--- config.mk ---
export PLATFORM = sky130hd
export DESIGN_NAME = z80_sound_io
export DESIGN_NICKNAME = d
export VERILOG_FILES = /design/src/rtl/sound_io_pkg.sv /design/src/rtl/z80_sound_io_sync_fall_detect.sv /design/src/rtl/z80_sound_io.sv
export SDC_FILE = /design/constraint.sdc
export NUM_CORES = 1
export LEC_CHECK = 0
export CAP_MARGIN = 30
export CORE_MARGIN = 3
export CORE_UTILIZATION = 30
export CTS_CLUSTER_DIAMETER = 50
export DETAILED_ROUTE_END_ITERATION = 12
export PLACE_DENSITY_LB_ADDON = 0.1
export SYNTH_ARGS = -nofsm -noshare
export SYNTH_HDL_FRONTEND = slang
export SYNTH_SLANG_ARGS = --single-unit
--- constraint.sdc ---
create_clock -name CLK_4M -period 1.5 [get_ports CLK_4M]
set_clock_uncertainty 0.1 [all_clocks]
set_input_delay 0.225 -clock CLK_4M [delete_from_list [all_inputs] [get_ports CLK_4M]]
set_output_delay 0.225 -clock CLK_4M [all_outputs]
set_load 0.1 [all_outputs]
--- src/rtl/sound_io_pkg.sv ---
// Shared constants and decode helpers for the Z80 sound I/O block.
package sound_io_pkg;

  // I/O port offsets as seen on SDA[4:0]
  localparam logic [4:0] PORT_CMD       = 5'h00;
  localparam logic [4:0] PORT_YM        = 5'h04;
  localparam logic [4:0] PORT_NMI_EN    = 5'h08;
  localparam logic [4:0] PORT_NMI_DIS   = 5'h18;
  localparam logic [4:0] PORT_REPLY     = 5'h0C;
  localparam logic [4:0] PORT_BANK_BASE = 5'h08;

  // Bank register reset values
  localparam logic [7:0] BANK_16K_RST = 8'h02;
  localparam logic [7:0] BANK_8K_RST  = 8'h06;
  localparam logic [7:0] BANK_4K_RST  = 8'h0E;
  localparam logic [7:0] BANK_2K_RST  = 8'h1E;

  // Bank register index, selected by SDA[1:0] on a bank read
  typedef enum logic [1:0] {
    BANK_IDX_2K  = 2'd0,
    BANK_IDX_4K  = 2'd1,
    BANK_IDX_8K  = 2'd2,
    BANK_IDX_16K = 2'd3
  } bank_idx_e;

  // YM2610 window: SDA[3:2] = 01, SDA[4] and SDA[1:0] free
  function automatic logic is_ym_port(input logic [4:0] port);
    return (port[3:2] == PORT_YM[3:2]);
  endfunction

  // Bank load window: SDA[3:0] = 8..Bh, SDA[4] free
  function automatic logic is_bank_port(input logic [4:0] port);
    return (port[3:2] == PORT_BANK_BASE[3:2]);
  endfunction

  // Reply latch write: SDA[3:0] = Ch, SDA[4] free
  function automatic logic is_reply_port(input logic [4:0] port);
    return (port[3:0] == PORT_REPLY[3:0]);
  endfunction

endpackage

--- src/rtl/z80_sound_io_sync_fall_detect.sv ---
// N-stage synchroniser for an asynchronous active-low level, with a
// one-cycle pulse on each falling edge of the synchronised value.
module sync_fall_detect #(
  parameter int unsigned STAGES = 2
) (
  input  logic clk_i,
  input  logic rst_ni,
  input  logic d_i,
  output logic fall_o
);

  // Anything below two stages is not a synchroniser; clamp it.
  localparam int unsigned N = (STAGES < 2) ? 2 : STAGES;

  logic [N-1:0] sync_q;
  logic [N-1:0] sync_d;

  // Shift chain next state: stage 0 samples the raw input
  always_comb begin
    sync_d = {sync_q[N-2:0], d_i};
  end

  // Synchroniser flops, idle high so reset never looks like an edge
  always_ff @(posedge clk_i or negedge rst_ni) begin
    if (!rst_ni) begin
      sync_q <= {N{1'b1}};
    end else begin
      sync_q <= sync_d;
    end
  end

  // The last stage doubles as edge history for the stage before it,
  // so the pulse is available one stage earlier than a separate
  // history flop would allow.
  assign fall_o = sync_q[N-1] & ~sync_q[N-2];

endmodule

--- src/rtl/z80_sound_io.sv ---
// Z80-side sound I/O: port decode, latch strobes, NMI generation and
// ROM window bank registers, all in the Z80 clock domain.
module z80_sound_io
  import sound_io_pkg::*;
#(
  parameter int unsigned SYNC_STAGES = 2
) (
  input  logic        CLK_4M,
  input  logic        nRESET,
  input  logic [15:0] SDA,
  input  logic        nIORQ,
  input  logic        nRD,
  input  logic        nWR,
  input  logic        nM1,
  input  logic        nSDW,
  output logic        nSDZ80R,
  output logic        nSDZ80W,
  output logic        nSDZ80CLR,
  output logic        nYM_CS,
  output logic        nNMI,
  output logic [7:0]  BANK_16K,
  output logic [7:0]  BANK_8K,
  output logic [7:0]  BANK_4K,
  output logic [7:0]  BANK_2K
);

  logic       acc_s;
  logic       rd_s;
  logic       wr_s;
  logic       start_s;
  logic [4:0] port_s;
  logic       sdw_fall_s;
  logic       cmd_taken_s;
  logic       unused_addr_s;

  logic       acc_q;
  logic       nsdz80r_q,   nsdz80r_d;
  logic       nsdz80w_q,   nsdz80w_d;
  logic       nsdz80clr_q, nsdz80clr_d;
  logic       nym_cs_q,    nym_cs_d;
  logic       nmi_en_q,    nmi_en_d;
  logic       nmi_pend_q,  nmi_pend_d;
  logic       nnmi_q,      nnmi_d;
  logic [3:0][7:0] bank_q, bank_d;

  // SDA[7:5] are mirror bits and intentionally ignored
  assign unused_addr_s = ^SDA[7:5];

  // Access qualifier: exactly one of nRD/nWR low, not an interrupt ack
  assign acc_s   = ~nIORQ & nM1 & (nRD ^ nWR);
  assign rd_s    = acc_s & ~nRD;
  assign wr_s    = acc_s & ~nWR;
  assign port_s  = SDA[4:0];
  // One-shot actions fire only on the first edge an access is seen
  assign start_s = acc_s & ~acc_q;

  sync_fall_detect #(
    .STAGES (SYNC_STAGES)
  ) u_sdw_sync (
    .clk_i  (CLK_4M),
    .rst_ni (nRESET),
    .d_i    (nSDW),
    .fall_o (sdw_fall_s)
  );

  // Strobe decode: each strobe follows ACC and its decode with one cycle latency
  always_comb begin
    nsdz80r_d   = ~(rd_s & (port_s == PORT_CMD));
    nsdz80clr_d = ~(wr_s & (port_s == PORT_CMD));
    nym_cs_d    = ~(acc_s & is_ym_port(port_s));
    nsdz80w_d   = ~(wr_s & is_reply_port(port_s));
  end

  // A command is consumed when the read or clear strobe first asserts
  assign cmd_taken_s = (~nsdz80r_d & nsdz80r_q) | (~nsdz80clr_d & nsdz80clr_q);

  // NMI enable, NMI pending and bank register next state
  always_comb begin
    nmi_en_d   = nmi_en_q;
    nmi_pend_d = nmi_pend_q;
    bank_d     = bank_q;
    nnmi_d     = ~(nmi_pend_q & nmi_en_q);

    if (start_s && wr_s && (port_s == PORT_NMI_EN)) begin
      nmi_en_d = 1'b1;
    end else if (start_s && wr_s && (port_s == PORT_NMI_DIS)) begin
      nmi_en_d = 1'b0;
    end else begin
      nmi_en_d = nmi_en_q;
    end

    // A new command beats a simultaneous clear so it is never lost
    if (sdw_fall_s) begin
      nmi_pend_d = 1'b1;
    end else if (cmd_taken_s) begin
      nmi_pend_d = 1'b0;
    end else begin
      nmi_pend_d = nmi_pend_q;
    end

    if (start_s && rd_s && is_bank_port(port_s)) begin
      bank_d[port_s[1:0]] = SDA[15:8];
    end else begin
      bank_d = bank_q;
    end
  end

  // Register file: strobes, NMI state and bank registers
  always_ff @(posedge CLK_4M or negedge nRESET) begin
    if (!nRESET) begin
      acc_q                 <= 1'b0;
      nsdz80r_q             <= 1'b1;
      nsdz80w_q             <= 1'b1;
      nsdz80clr_q           <= 1'b1;
      nym_cs_q              <= 1'b1;
      nmi_en_q              <= 1'b0;
      nmi_pend_q            <= 1'b0;
      nnmi_q                <= 1'b1;
      bank_q[BANK_IDX_2K]   <= BANK_2K_RST;
      bank_q[BANK_IDX_4K]   <= BANK_4K_RST;
      bank_q[BANK_IDX_8K]   <= BANK_8K_RST;
      bank_q[BANK_IDX_16K]  <= BANK_16K_RST;
    end else begin
      acc_q       <= acc_s;
      nsdz80r_q   <= nsdz80r_d;
      nsdz80w_q   <= nsdz80w_d;
      nsdz80clr_q <= nsdz80clr_d;
      nym_cs_q    <= nym_cs_d;
      nmi_en_q    <= nmi_en_d;
      nmi_pend_q  <= nmi_pend_d;
      nnmi_q      <= nnmi_d;
      bank_q      <= bank_d;
    end
  end

  assign nSDZ80R   = nsdz80r_q;
  assign nSDZ80W   = nsdz80w_q;
  assign nSDZ80CLR = nsdz80clr_q;
  assign nYM_CS    = nym_cs_q;
  assign nNMI      = nnmi_q;
  assign BANK_16K  = bank_q[BANK_IDX_16K];
  assign BANK_8K   = bank_q[BANK_IDX_8K];
  assign BANK_4K   = bank_q[BANK_IDX_4K];
  assign BANK_2K   = bank_q[BANK_IDX_2K];

endmodule

==> results.toml <==
[outcome]
status = "complete, but fails checks"
failed_checks = "setup timing"

[timing]
layout_setup_ws_ns = -0.103
fin_setup_tns_ns = -1.17
timing.fmax_ghz = 0.624
setup_viol = 29
period_share_pct = 107
hold_slack_ns = 0.216
drv_slew = 0
worst-slew-pin-transition_ns = 0.326
rsz0062_at_grt = "yes"
post-route-min-period_ns = 1.60
max_slew_margin_pct = 78.2
final_hold_viol_count = 0

[global_route]
grt_pass1_vias = 1154
grt_max_degree = 43
antenna_found_initial = 0
grt-ovfl-total = 0
grt.total_usage_pct = 13.0
grt_pass1_wl_um = 6190

[routing]
dr.pass1.iters = 4
vias_per_cell = 4.52
ant_nets = 0
routed_wl_um = 3920
drt_iter0_markers = 39
post_drt_wl_per_cell_um = 15.8
vias = 1122
drcViolationCount = 0

[clock_tree]
insertion_delay_ns = 0.29
clk_path_buf_depth = 2
cts_num_sinks = 42
clkTransAtPathRegs_ns = 0.08
cts_tree = "built"
clockRootBuffer = "clkbuf_8"
post_cts_buffers = 0
cts_max_level = 2
numCtsBuffers = 5

[pwr]
switching_power_mw = 1.10
p_total_mw = 3.22
p_clk_share_pct = 27.1
pwr-share-seq_pct = 40.7
p_comb_share_pct = 32.3
switching_share_pct = 34.0
max-vdd-ir-drop_v = 0.000577
cellPowerDensity_mw_per_mm2 = 1090
power.leakage_nw = 1.36
intPower_mw = 2.12

[final_layout]
final_cell_mix = "39 x buf_12, 31 x mux2_2, 25 x dfrtp_1"
nets = 200
layout_commonest_cell = "buf_12"
drive_gt1_share_pct = 64.0
diodes = 0
finish.instance_area_mm2 = 0.00296
syn_to_final_growth_pct = 74.9

[die]
die_y_um = 81.1
rows = 26
io_pins = 60
initial_utilization_pct = 32.1
core_area_mm2 = 0.00527
fp.dieW_um = 81.1
die_area_mm2 = 0.00658

[min_path]
hp-class = "in -> reg"
min_path_cells = 3
min_from = "SDA[2]"

[synth]
synth_top_cell_by_area = "dfrtp_1"
syn_area_per_cell_um2 = 16.6
ys_seq_elements = 42
yosys_warnings = 0
postSynthCellCount = 102
synth-seq-area-share_pct = 63.4
synth_cell_types = 24
syn_area_mm2 = 0.00169
synth_top_area_share_pct = 37.0
syn_nets = 125
ys_top_cells_by_area = "dfrtp_1 37%, dfstp_2 26%, mux2_2 21%"

[place]
port-buffer-count = 56
gp_congestion = 0.814
hpwl_um = 3010
placed_area_mm2 = 0.00282

[flow_run]
drv_cap = 0

[critical_path]
r2r_start = "acc_q"
critPathSlowestCell = "dfrtp_1"
start_kind = "flop"
cp_top_family = "simple AND/OR/NAND/NOR gates"
crit_chain = "nor3b_4 > buf_12 > nand4b_4 > mux2_4"
reg2reg_depth = 4
critPathBufInv = 1
crit_path_start = "acc_q"
crit_arrival_ns = 1.68
cp_max_fo = 8
critPathKind = "reg -> reg"
cp.required_ns = 1.58
cp_num_cells = 4
endpoint_kind = "flop"
max_stage_delay_ns = 0.41
flip-flops by register name, summed over array words and instances (netlist names), 2 cells and up:
register / cells
BANK_16K: 8
BANK_2K: 8
BANK_4K: 8
BANK_8K: 8
u_sdw_sync.sync_q: 2
cells in the mapped netlist, drive strengths merged:
| cell | count |
|---|---|
| mux2 | 32 |
| dfrtp | 25 |
| dfstp | 17 |
| inv | 4 |
| nand3b | 3 |
| nor3b | 3 |
| nand3 | 2 |
| nand4b | 2 |
| a211oi | 1 |
| and4bb | 1 |
| clkbuf | 1 |
| mux2i | 1 |
| nand2 | 1 |
| nand2b | 1 |
| nand4 | 1 |
| nor2 | 1 |
| nor4bb | 1 |
| o22ai | 1 |
| or3 | 1 |
| or4 | 1 |
| or4b | 1 |
| xnor2 | 1 |
stage by stage:
stage,util (%),setup slack [ns],std cells
after floorplan,-,-0.0176,102
after global placement,53.4,-0.541,239
after detailed placement,53.4,-0.639,239
after CTS,56.1,-0.183,248
after global routing,56.1,-0.176,248
final,56.1,-0.103,248
power groups by stage:
stage | Sequential, mW | Clock, mW | Combinational, mW
3_5_place_dp | 1.33 | 0 | 1.04
4_1_cts | 1.31 | 0.905 | 1.05
3_3_place_gp | 1.33 | 0 | 1.04
2_1_floorplan | 1.80 | 0 | 0.0899
5_1_grt | 1.32 | 0.954 | 1.07
6_report | 1.31 | 0.871 | 1.04
path summary, 6_finish.rpt:
check	to	slack [ns]
setup reg to reg	BANK_4K[4]	-0.10
max in group asynchronous	BANK_4K[2]	0.71
hold reg to reg	u_sdw_sync.sync_q[1]	0.27
hold / removal	nSDZ80W	0.22
setup / recovery	BANK_4K[4]	-0.10
min in group asynchronous	BANK_4K[4]	0.34
per-layer routing:
metal / part of all wire (%) / vias up / track usage [%]
met2: 52 / 33 / 20.6
met5: 0 / - / 0
met3: 6.7 / 5 / 4.77
met1: 40 / 565 / 15.5
met4: 1.6 / 0 / 6.08
li1: - / 519 / -
logic make-up after synthesis:
group / count (synthesis) / synth area share (%)
multiplexers: 33 / 21.9
buffers and inverters: 5 / 1.33
AND/OR/NAND/NOR: 19 / 12.1
AO/OA/AOI/OAI: 2 / 0.814
flip-flops: 42 / 63.4
XOR/XNOR: 1 / 0.518
worst register-to-register path, stage by stage (launching register included):
cell and delay [ns]:
dfrtp_1 0.41, nor3b_4 0.25, buf_12 0.16, nand4b_4 0.21, mux2_4 0.36
what timing repair did:
action | in CTS | in global routing
pin swaps | 5 | 2
resized for setup | 13 | 1
hold buffers | 1 | 0
endpoints found under the hold margin | 25 | 0
endpoints found under the setup margin | 35 | 34
cell type report:
class,instances,area (um^2)
inverters,4,15.0
clock buffers,7,76.3
well taps,70,87.6
flip-flops and latches,42,1080
clock inverters,1,30.0
repair buffers,69,1050
multi-input cells,55,621
fillers,447,2310
(Power assumes the default switching activity.)
